File: config.mk
export PLATFORM = sky130hd
export DESIGN_NAME = intersection_scheduler
export DESIGN_NICKNAME = d
export VERILOG_FILES = /design/src/rtl/intersection_pkg.sv /design/src/rtl/intersection_scheduler_phase_timer.sv /design/src/rtl/intersection_scheduler.sv
export SDC_FILE = /design/constraint.sdc
export NUM_CORES = 1
export LEC_CHECK = 0
export BUFFER_PORTS_ARGS = -buffer_cell sky130_fd_sc_hd__buf_4
export CORE_UTILIZATION = 48
export CTS_CLUSTER_DIAMETER = 50
export DETAILED_ROUTE_END_ITERATION = 8
export PLACE_DENSITY = 0.8
export SKIP_CTS_REPAIR_TIMING = 1
export SLEW_MARGIN = 15
export SYNTH_ARGS = -nofsm -noshare
export SYNTH_HDL_FRONTEND = slang
export SYNTH_SLANG_ARGS = --single-unit
File: constraint.sdc
create_clock -name clk -period 2.5 [get_ports clk]
set_input_delay 0.25 -clock clk [delete_from_list [all_inputs] [get_ports clk]]
set_output_delay 0.25 -clock clk [all_outputs]
set_load 0.02 [all_outputs]
File: src/rtl/intersection_pkg.sv
// Shared types for the intersection scheduler: phase states, light codes, directions.
// The FLASH state exists only when INTERSECTION_NIGHT_FLASH_EN is defined.
package intersection_pkg;

  typedef enum logic [2:0] {
    ST_NS_GREEN  = 3'd0,
    ST_NS_YELLOW = 3'd1,
    ST_EW_GREEN  = 3'd2,
    ST_EW_YELLOW = 3'd3,
    ST_ALLRED    = 3'd4,
    ST_WALK      = 3'd5
`ifdef INTERSECTION_NIGHT_FLASH_EN
    ,ST_FLASH    = 3'd6
`endif
  } state_e;

  typedef enum logic {
    DIR_NS = 1'b0,
    DIR_EW = 1'b1
  } dir_e;

  // Head encoding {red,yellow,green}, shared with the per-head drivers
  localparam logic [2:0] LIGHT_RED    = 3'b100;
  localparam logic [2:0] LIGHT_YELLOW = 3'b010;
  localparam logic [2:0] LIGHT_GREEN  = 3'b001;
  localparam logic [2:0] LIGHT_OFF    = 3'b000;

  function automatic state_e green_of(input dir_e d);
    return (d == DIR_EW) ? ST_EW_GREEN : ST_NS_GREEN;
  endfunction

endpackage

File: src/rtl/intersection_scheduler_phase_timer.sv
// Saturating phase counter with synchronous clear; done flags the last cycle
// of a phase lasting dur cycles (cnt == dur-1).
module phase_timer #(
  parameter int CNT_W = 8
) (
  input  logic             clk,
  input  logic             reset,
  input  logic             clr,
  input  logic [CNT_W-1:0] dur,
  output logic [CNT_W-1:0] cnt,
  output logic             done
);

  localparam logic [CNT_W-1:0] CNT_MAX = {CNT_W{1'b1}};
  localparam logic [CNT_W-1:0] CNT_ONE = {{(CNT_W-1){1'b0}}, 1'b1};

  logic [CNT_W-1:0] cnt_r;

  // Phase counter: clear on request, otherwise count up and hold at all-ones
  always_ff @(posedge clk or posedge reset) begin
    if (reset) begin
      cnt_r <= {CNT_W{1'b0}};
    end else if (clr) begin
      cnt_r <= {CNT_W{1'b0}};
    end else if (cnt_r != CNT_MAX) begin
      cnt_r <= cnt_r + CNT_ONE;
    end else begin
      cnt_r <= cnt_r;
    end
  end

  assign cnt  = cnt_r;
  assign done = (cnt_r == (dur - CNT_ONE));

endmodule

File: src/rtl/intersection_scheduler.sv
// Two-approach (NS/EW) intersection controller with latched pedestrian walk phase.
// Optional night flash mode is compiled in with INTERSECTION_NIGHT_FLASH_EN.
module intersection_scheduler
  import intersection_pkg::*;
#(
  parameter int GREEN_MIN   = 4,
  parameter int GREEN_MAX   = 10,
  parameter int YELLOW_TIME = 2,
  parameter int ALLRED_TIME = 1,
  parameter int WALK_TIME   = 3,
  parameter int CNT_W       = 8
`ifdef INTERSECTION_NIGHT_FLASH_EN
  ,parameter int FLASH_PERIOD = 4
`endif
) (
  input  logic       clk,
  input  logic       reset,
  input  logic       ns_req,
  input  logic       ew_req,
  input  logic       ped_req,
  output logic [2:0] light_ns,
  output logic [2:0] light_ew,
  output logic       walk,
  output logic       ped_ack,
  output logic [2:0] phase
`ifdef INTERSECTION_NIGHT_FLASH_EN
  ,input logic       night_mode
`endif
);

  localparam logic [CNT_W-1:0] GMIN_M1  = CNT_W'(GREEN_MIN - 1);
  localparam logic [CNT_W-1:0] GMAX_M1  = CNT_W'(GREEN_MAX - 1);
  localparam logic [CNT_W-1:0] D_YELLOW = CNT_W'(YELLOW_TIME);
  localparam logic [CNT_W-1:0] D_ALLRED = CNT_W'(ALLRED_TIME);
  localparam logic [CNT_W-1:0] D_WALK   = CNT_W'(WALK_TIME);
`ifdef INTERSECTION_NIGHT_FLASH_EN
  localparam logic [CNT_W-1:0] D_FLASH  = CNT_W'(FLASH_PERIOD);
`endif

  state_e           state_r, state_s;
  dir_e             next_dir_r, next_dir_s;
  logic             ped_pend_r, ped_pend_s;
  logic [2:0]       light_ns_r, light_ns_s;
  logic [2:0]       light_ew_r, light_ew_s;
  logic             walk_r, walk_s;
  logic             ped_ack_r, ped_ack_s;
  logic [CNT_W-1:0] cnt_s;
  logic [CNT_W-1:0] dur_s;
  logic             done_s;
  logic             clr_s;
  logic             flash_tick_s;
`ifdef INTERSECTION_NIGHT_FLASH_EN
  logic             flash_on_r, flash_on_s;
`endif

  // Gap-out or max-out, but only once min green is served and someone is waiting
  function automatic logic green_exit(input logic [CNT_W-1:0] c,
                                      input logic opp, input logic own);
    return (c >= GMIN_M1) && opp && (!own || (c >= GMAX_M1));
  endfunction

  phase_timer #(.CNT_W(CNT_W)) u_timer (
    .clk   (clk),
    .reset (reset),
    .clr   (clr_s),
    .dur   (dur_s),
    .cnt   (cnt_s),
    .done  (done_s)
  );

  // Duration of the phase currently being timed
  always_comb begin
    dur_s = D_YELLOW;
    case (state_r)
      ST_NS_YELLOW, ST_EW_YELLOW: dur_s = D_YELLOW;
      ST_ALLRED:                  dur_s = D_ALLRED;
      ST_WALK:                    dur_s = D_WALK;
`ifdef INTERSECTION_NIGHT_FLASH_EN
      ST_FLASH:                   dur_s = D_FLASH;
`endif
      default:                    dur_s = D_YELLOW;
    endcase
  end

  // Next-state and direction bookkeeping
  always_comb begin
    state_s    = state_r;
    next_dir_s = next_dir_r;
    case (state_r)
      ST_NS_GREEN: begin
        if (green_exit(cnt_s, ew_req | ped_pend_r, ns_req)) state_s = ST_NS_YELLOW;
        else state_s = state_r;
      end
      ST_EW_GREEN: begin
        if (green_exit(cnt_s, ns_req | ped_pend_r, ew_req)) state_s = ST_EW_YELLOW;
        else state_s = state_r;
      end
      ST_NS_YELLOW: begin
        if (done_s) begin
          state_s    = ST_ALLRED;
          next_dir_s = DIR_EW;
        end else begin
          state_s = state_r;
        end
      end
      ST_EW_YELLOW: begin
        if (done_s) begin
          state_s    = ST_ALLRED;
          next_dir_s = DIR_NS;
        end else begin
          state_s = state_r;
        end
      end
      ST_ALLRED: begin
        if (done_s) begin
`ifdef INTERSECTION_NIGHT_FLASH_EN
          if (night_mode) state_s = ST_FLASH;
          else
`endif
          if (ped_pend_r) state_s = ST_WALK;
          else state_s = green_of(next_dir_r);
        end else begin
          state_s = state_r;
        end
      end
      ST_WALK: begin
        if (done_s) state_s = green_of(next_dir_r);
        else state_s = state_r;
      end
`ifdef INTERSECTION_NIGHT_FLASH_EN
      ST_FLASH: begin
        if (!night_mode) state_s = ST_ALLRED;
        else state_s = state_r;
      end
`endif
      default: state_s = ST_ALLRED;
    endcase
  end

  // Flash blink phase; a blink period restarts the counter without a state change
  always_comb begin
    flash_tick_s = 1'b0;
`ifdef INTERSECTION_NIGHT_FLASH_EN
    flash_on_s = flash_on_r;
    if ((state_s == ST_FLASH) && (state_r != ST_FLASH)) begin
      flash_on_s = 1'b1;
    end else if ((state_r == ST_FLASH) && done_s) begin
      flash_on_s   = !flash_on_r;
      flash_tick_s = 1'b1;
    end else begin
      flash_on_s = flash_on_r;
    end
`endif
    clr_s = (state_s != state_r) | flash_tick_s;
  end

  // Pedestrian latch: cleared on WALK entry, requests during WALK are dropped
  always_comb begin
    ped_pend_s = ped_pend_r;
    if ((state_s == ST_WALK) && (state_r != ST_WALK)) begin
      ped_pend_s = 1'b0;
    end else if (ped_req && (state_r != ST_WALK)) begin
      ped_pend_s = 1'b1;
    end else begin
      ped_pend_s = ped_pend_r;
    end
  end

  // Output decode from the next state so lamps switch with the state register
  always_comb begin
    light_ns_s = LIGHT_RED;
    light_ew_s = LIGHT_RED;
    walk_s     = 1'b0;
    case (state_s)
      ST_NS_GREEN:  light_ns_s = LIGHT_GREEN;
      ST_NS_YELLOW: light_ns_s = LIGHT_YELLOW;
      ST_EW_GREEN:  light_ew_s = LIGHT_GREEN;
      ST_EW_YELLOW: light_ew_s = LIGHT_YELLOW;
      ST_WALK:      walk_s     = 1'b1;
      ST_ALLRED:    walk_s     = 1'b0;
`ifdef INTERSECTION_NIGHT_FLASH_EN
      ST_FLASH: begin
        light_ns_s = flash_on_s ? LIGHT_YELLOW : LIGHT_OFF;
        light_ew_s = flash_on_s ? LIGHT_YELLOW : LIGHT_OFF;
      end
`endif
      default: begin
        light_ns_s = LIGHT_RED;
        light_ew_s = LIGHT_RED;
      end
    endcase
    ped_ack_s = (state_s == ST_WALK) && (state_r != ST_WALK);
  end

  // State, bookkeeping and registered outputs
  always_ff @(posedge clk or posedge reset) begin
    if (reset) begin
      state_r    <= ST_ALLRED;
      next_dir_r <= DIR_NS;
      ped_pend_r <= 1'b0;
      light_ns_r <= LIGHT_RED;
      light_ew_r <= LIGHT_RED;
      walk_r     <= 1'b0;
      ped_ack_r  <= 1'b0;
    end else begin
      state_r    <= state_s;
      next_dir_r <= next_dir_s;
      ped_pend_r <= ped_pend_s;
      light_ns_r <= light_ns_s;
      light_ew_r <= light_ew_s;
      walk_r     <= walk_s;
      ped_ack_r  <= ped_ack_s;
    end
  end

`ifdef INTERSECTION_NIGHT_FLASH_EN
  // Blink phase register
  always_ff @(posedge clk or posedge reset) begin
    if (reset) flash_on_r <= 1'b0;
    else flash_on_r <= flash_on_s;
  end
`endif

  assign light_ns = light_ns_r;
  assign light_ew = light_ew_r;
  assign walk     = walk_r;
  assign ped_ack  = ped_ack_r;
  assign phase    = state_r;

endmodule

; After elaboration in Yosys (flattened, before gate mapping)
; Index checks and enable logic that the tools add are counted.
; Widths: inputs -> output; s select.
[totals]
elab_cells = 65
in_bits = 5
out_inout_bits = 11
register_bits = 21
[op_classes]
n_lt_le_gt_ge = 2
bitwise = 2
n_reduce_logical = 17
mux = 19
n_eq_ne = 15
add_sub_neg = 2
[ops]
columns = operator, count
row1 = $mux 3, 6
row2 = $mux 8, 2
row3 = $pmux 3 s5, 1
row4 = $eq 3x2->1 const B, 4
row5 = $pmux 3 s2, 2
row6 = $eq 3x3->1 const B, 3
row7 = $add 8x1->8 const B, 1
row8 = $eq 8x8->1, 1
row9 = $ge 8x2->1 const B, 1
row10 = $ge 8x4->1 const B, 1
row11 = $ne 8x8->1 const B, 1
row12 = $eq 3x1->1 const B, 2
row13 = $logic_and 1x1->1, 6
row14 = $logic_not 3->1, 2
row15 = $reduce_bool 2->1, 3
row16 = $mux 1, 5
row17 = $ne 2x2->1 const B, 2
row18 = $pmux 2 s2, 1
row19 = $ne 3x3->1, 1
row20 = $ne 3x3->1 const B, 1
row21 = $reduce_and 3->1, 1
row22 = $sub 2x1->3 const B, 1
row23 = $logic_not 1->1, 2
row24 = $logic_or 1x1->1, 2
row25 = 4 further kinds, 5

; Depth between registers and ports, before layout
[depth]
word_depth = 9
ltp_mapped = 8
ltp_nobuf = 8

; Cells and area by module
; Synthesis repeated with hierarchy kept, for this count alone.
[hier_totals]
hier_cells = 137
area_unflattened_um2 = 1268.7
[modules_own_cells]
columns = module, n_inst, cells_each, area_each_um2
row1 = phase_timer, 1, 74, 638.1
row2 = intersection_scheduler, 1, 63, 630.6

; Worst setup path after synthesis
; OpenSTA, ideal clock, no wires.
[synth_path]
path_type = reg2reg
startpoint = register u_timer.cnt_r[1] (netlist: u_timer.cnt[1])
endpoint = register u_timer.cnt_r[1] (netlist: u_timer.cnt[1])
arrival_time_ns = 2.248
n_path_buf = 1
path_slack_ns = 0.145
setup_ns = 0.107
t_required_ns = 2.393
stages_incl_launch_ff = 9
synth_period_minus_slack_ns = 2.355
cell_sequence = dfrtp_1 -> inv_1 -> ha_1 -> or3b_2 -> a211o_2 -> o2111a_1 -> or2_0 -> buf_6 -> a2111oi_4
[synth_between]
elab_chain_cells = 7
word_cells_on_any_way = 21
[synth_lines]
columns = item, line
row1 = from (decl), intersection_scheduler_phase_timer.sv:17  ; logic [CNT_W-1:0] cnt_r;
row2 = from (signal assigned), intersection_scheduler_phase_timer.sv:22  ; cnt_r <= {CNT_W{1'b0}};
row3 = from (signal assigned), intersection_scheduler_phase_timer.sv:24  ; cnt_r <= {CNT_W{1'b0}};
row4 = from (signal assigned), intersection_scheduler_phase_timer.sv:26  ; cnt_r <= cnt_r + CNT_ONE;
row5 = $ge 8x2->1 / $ge 8x4->1 (equally long branches), intersection_scheduler.sv:59  ; return (c >= GMIN_M1) && opp && (!own || (c >= GMAX_M1));
row6 = $logic_and 1x1->1 / $logic_or 1x1->1 (equally long branches), intersection_scheduler.sv:59
row7 = $logic_and 1x1->1, intersection_scheduler.sv:59
row8 = "$mux 3, on equally long branches", "intersection_scheduler.sv:95, intersection_scheduler.sv:91"
row9 = $pmux 3 s5, intersection_scheduler.sv:89  ; case (state_r)
row10 = $ne 3x3->1, intersection_scheduler.sv:154  ; clr_s = (state_s != state_r) | flash_tick_s;
row11 = $mux 8 / $reduce_bool 2->1 (equally long branches), n/a
; Parallel ways exist; a longest one is shown, timed or not. The select of a mux whose other input is x is not followed.
; A chain may end at the register's enable or synchronous reset.

; Worst setup path in the final report
[layout_path]
startpoint = register u_timer.cnt_r[4] (netlist: u_timer.cnt[4])
endpoint = register light_ew_r[0] (netlist: light_ew[0])
[layout_between]
elab_chain_cells = 7
word_cells_on_any_way = 18
[layout_lines]
columns = item, line
row1 = $ge 8x2->1 / $ge 8x4->1 (equally long branches), intersection_scheduler.sv:59
row2 = $logic_and 1x1->1 / $logic_or 1x1->1 (equally long branches), intersection_scheduler.sv:59
row3 = $logic_and 1x1->1, intersection_scheduler.sv:59
row4 = "$mux 3, on equally long branches", "intersection_scheduler.sv:95, intersection_scheduler.sv:91"
row5 = $pmux 3 s5 *, intersection_scheduler.sv:89
row6 = via state_s[0], intersection_scheduler.sv:40  ; state_e state_r, state_s;
row7 = $eq 3x2->1, intersection_scheduler.sv:174  ; case (state_s)
row8 = $pmux 3 s2 *, intersection_scheduler.sv:174
row9 = via light_ew_s[0], intersection_scheduler.sv:44  ; logic [2:0] light_ew_r, light_ew_s;
row10 = to (signal assigned), intersection_scheduler.sv:210  ; light_ew_r <= light_ew_s;
row11 = to (decl), intersection_scheduler.sv:44
; Mark *: on every way through the listed nets, which the timed path passes. The rest lies on a longest branch.

==> impl_metrics.tcl <==
set metrics [dict create \
    wl_met3_um 154 \
    yosysUniqueCellTypes 38 \
    grt_max_degree 22 \
    htree_levels 1 \
    p_leak_nw 0.6111 \
    p_switching_mw 0.7332 \
    yosys.area.top_type "dfrtp_1" \
    period_needed_ps 2371 \
    dr_wl_met2_um 1083 \
    num_antenna_cells 0 \
    slew_viol_final 0 \
    drive_gt1_share_pct 24.81 \
    max_freq_mhz 421.8 \
    route.antenna.remaining_nets 0 \
    row_count 17 \
    ys_ff_latch 21 \
    clk_latency_ps 300 \
    synth-edff-count 0 \
    cts_buffer_depth 2 \
    grt_antenna_before_repair 0 \
    num-fill-cells 181 \
    seq_area_frac_synth_pct 47.80 \
    critPathCaptureType "flop" \
    finalCritPeriodShare_pct 94.83 \
    fin_setup_tns_ps 0 \
    stdcell_count 161 \
    drc 0 \
    arrival_ps 2550 \
    netlist_area_um2 1107 \
    die-area_um2 2503 \
    async_reset_ff_share_pct 100.0 \
    final-hold-violation-count 0 \
    clock_skew_ps 8.114 \
    avgViaCountPerCell 5.702 \
    routed_wl_um 2270 \
    start_kind "flop" \
    yosys_warnings 0 \
    dp_cells 157 \
    wl_per_cell_um 14.10 \
    grt_pass1_wl_um 3933 \
    routed-via-count 918 \
    relSlewSlack_pct 49.22 \
    drv_cap 0 \
    synth_ff_type "dfrtp_1" \
    grt_usage_pct 20.43 \
    dr.first_iter.drc_count 48 \
    worst_pin_slew_ps 760.8 \
    p_int_mw 0.9357 \
    hold_class "in -> async" \
    fp.dieH_um 50.03 \
    crit_type "reg -> reg" \
    cts_root_buf "clkbuf_4" \
    area_growth_syn_to_layout_pct 17.29 \
    hpwl_um 1684 \
    clk_pin_slew_ps 120 \
    rsz0062_at_grt "false" \
    highest_layer "met4" \
    vdd_drop_max_v 0.0008390 \
    cts_buffers 3 \
    gp_congestion 0.7965 \
    dr.pass1.iters 4 \
    setup_viol 0 \
    yosys-top-cells-area "dfrtp_1 (41%), dfstp_2 (7.1%), nor2_1 (5.4%), ha_1 (3.4%), mux2i_1 (2.7%)" \
    design.core.area_um2 2191 \
    power.share.clock_pct 9.6 \
    cts_tree "yes" \
    start_util_pct 50.54 \
    critPathMaxFanout 6 \
    syn_nets 121 \
    powerDensity_nw_per_um2 1285 \
    status "finished, final reports clean" \
    overflow 0 \
    ios 16 \
    synth_top_cell_area_share_pct 40.68 \
    seqPwrFrac_pct 34.2 \
    cts_sinks 21 \
    syn_inst 113 \
    switching_share_pct 43.93 \
    required_ps 2680 \
    avgSynthCellArea_um2 9.799 \
    grt_pass1_vias 925 \
    nNetsFinal 142 \
    die-width_um 50.03 \
    combPwrFrac_pct 56.2 \
    met1_length_um 1018 \
    port_buffers 15 \
]
-- Yosys cell counts, types with 2 or more instances --
cell	n
nor2_1	16
ha_1	3
buf_6	2
o21ai_0	3
nand2_1	5
clkbuf_1	3
nand2b_1	3
dfstp_2	3
o22ai_1	2
nand3_1	6
dfrtp_1	18
a31oi_1	3
nor3b_1	2
a211oi_1	2
nor3_1	5
a21oi_1	3
inv_1	8
xnor2_1	3
nor2b_1	2
mux2i_1	3
-- worst paths after layout --
| path | from | endpoint | slack [ps] | cells past startpoint |
|---|---|---|---|---|
| max in group asynchronous | reset | walk | 1940 | 2 |
| min in group clk | ped_req | ped_pend_r | 200 | 3 |
| min reg2reg | next_dir_r | next_dir_r | 570 | 2 |
| max reg2reg | u_timer.cnt[4] | light_ew[0] | 130 | 7 |
| min | reset | phase[1] | 80 | 2 |
| max | u_timer.cnt[4] | light_ew[0] | 130 | 7 |
-- stage by stage --
stage          util (%)  power (mW)  instance area (um2)  hold WS, ps  setup slack (ps)
3_5_place_dp      57.80       1.482                 1266        437.0             112.4
4_1_cts           58.99       1.645                 1292        106.7             117.0
3_3_place_gp      57.80       1.454                 1266        423.5             187.2
2_1_floorplan         -       1.208                 1107        224.3             145.3
5_1_grt           59.28       1.788                 1299        152.0           0.02709
6_report          59.28       1.669                 1299        77.31             129.2
-- power by group through the flow --
stage                     Sequential (mW)  Clock [mW]  Combinational [mW]
after floorplan                     0.643           0               0.565
after global placement              0.571           0               0.883
after detailed placement            0.576           0               0.906
after CTS                           0.569       0.165               0.911
after global routing                0.582       0.177                1.03
final                               0.570       0.161               0.938
-- final cells by class --
type	count	area, um2	area share [%]
flip-flops and latches	21	529.3	40.75
multi-input cells	79	520.5	40.08
repair buffers	21	157.7	12.14
well taps	28	35.03	2.697
inverters	8	30.03	2.312
clock buffers	4	26.28	2.023
-- cells by family after synthesis --
| kind of cell | after synthesis | synth area share [%] |
|---|---|---|
| AND/OR/NAND/NOR | 48 | 22.15 |
| AO/OA/AOI/OAI | 21 | 15.03 |
| flip-flops | 21 | 47.80 |
| buffers and inverters | 13 | 5.763 |
| XOR/XNOR | 4 | 3.164 |
| multiplexers | 3 | 2.712 |
| adder cells (fa/ha/maj) | 3 | 3.390 |
-- sequential cells by signal, summed over array words and instances (netlist names) --
register,count
next_dir_r,1
light_ns,3
walk,1
phase,3
light_ew,3
ped_ack,1
u_timer.cnt,8
ped_pend_r,1
-- routing by layer --
layer	global-route usage [%]	vias up
met5	0	-
met4	8.095	0
met3	3.086	2
met2	32.89	41
met1	27.27	434
li1	-	441
-- placed cells by master (no fill, tap or decap), drive strengths merged, types with 2 or more instances in the layout --
cell type	instances
nand2b	3
xnor2	3
inv	8
o21ai	3
nand2	5
dfstp	3
clkbuf	4
a31oi	3
mux2i	3
nand3	6
nor3	5
nor2	16
nor2b	2
nor3b	2
a211o	2
or2	2
o22ai	2
buf	21
a21oi	3
ha	3
a211oi	2
dfrtp	18
-- worst max-delay path, stage by stage (launching register included) --
cell and delay (ps):
dfrtp_1 430, or4_1 540, or3_1 360, buf_4 180
nor3_1 450, a311oi_2 120, inv_1 120, nor2_1 50
Note: power is estimated with default switching activity, not from simulation.
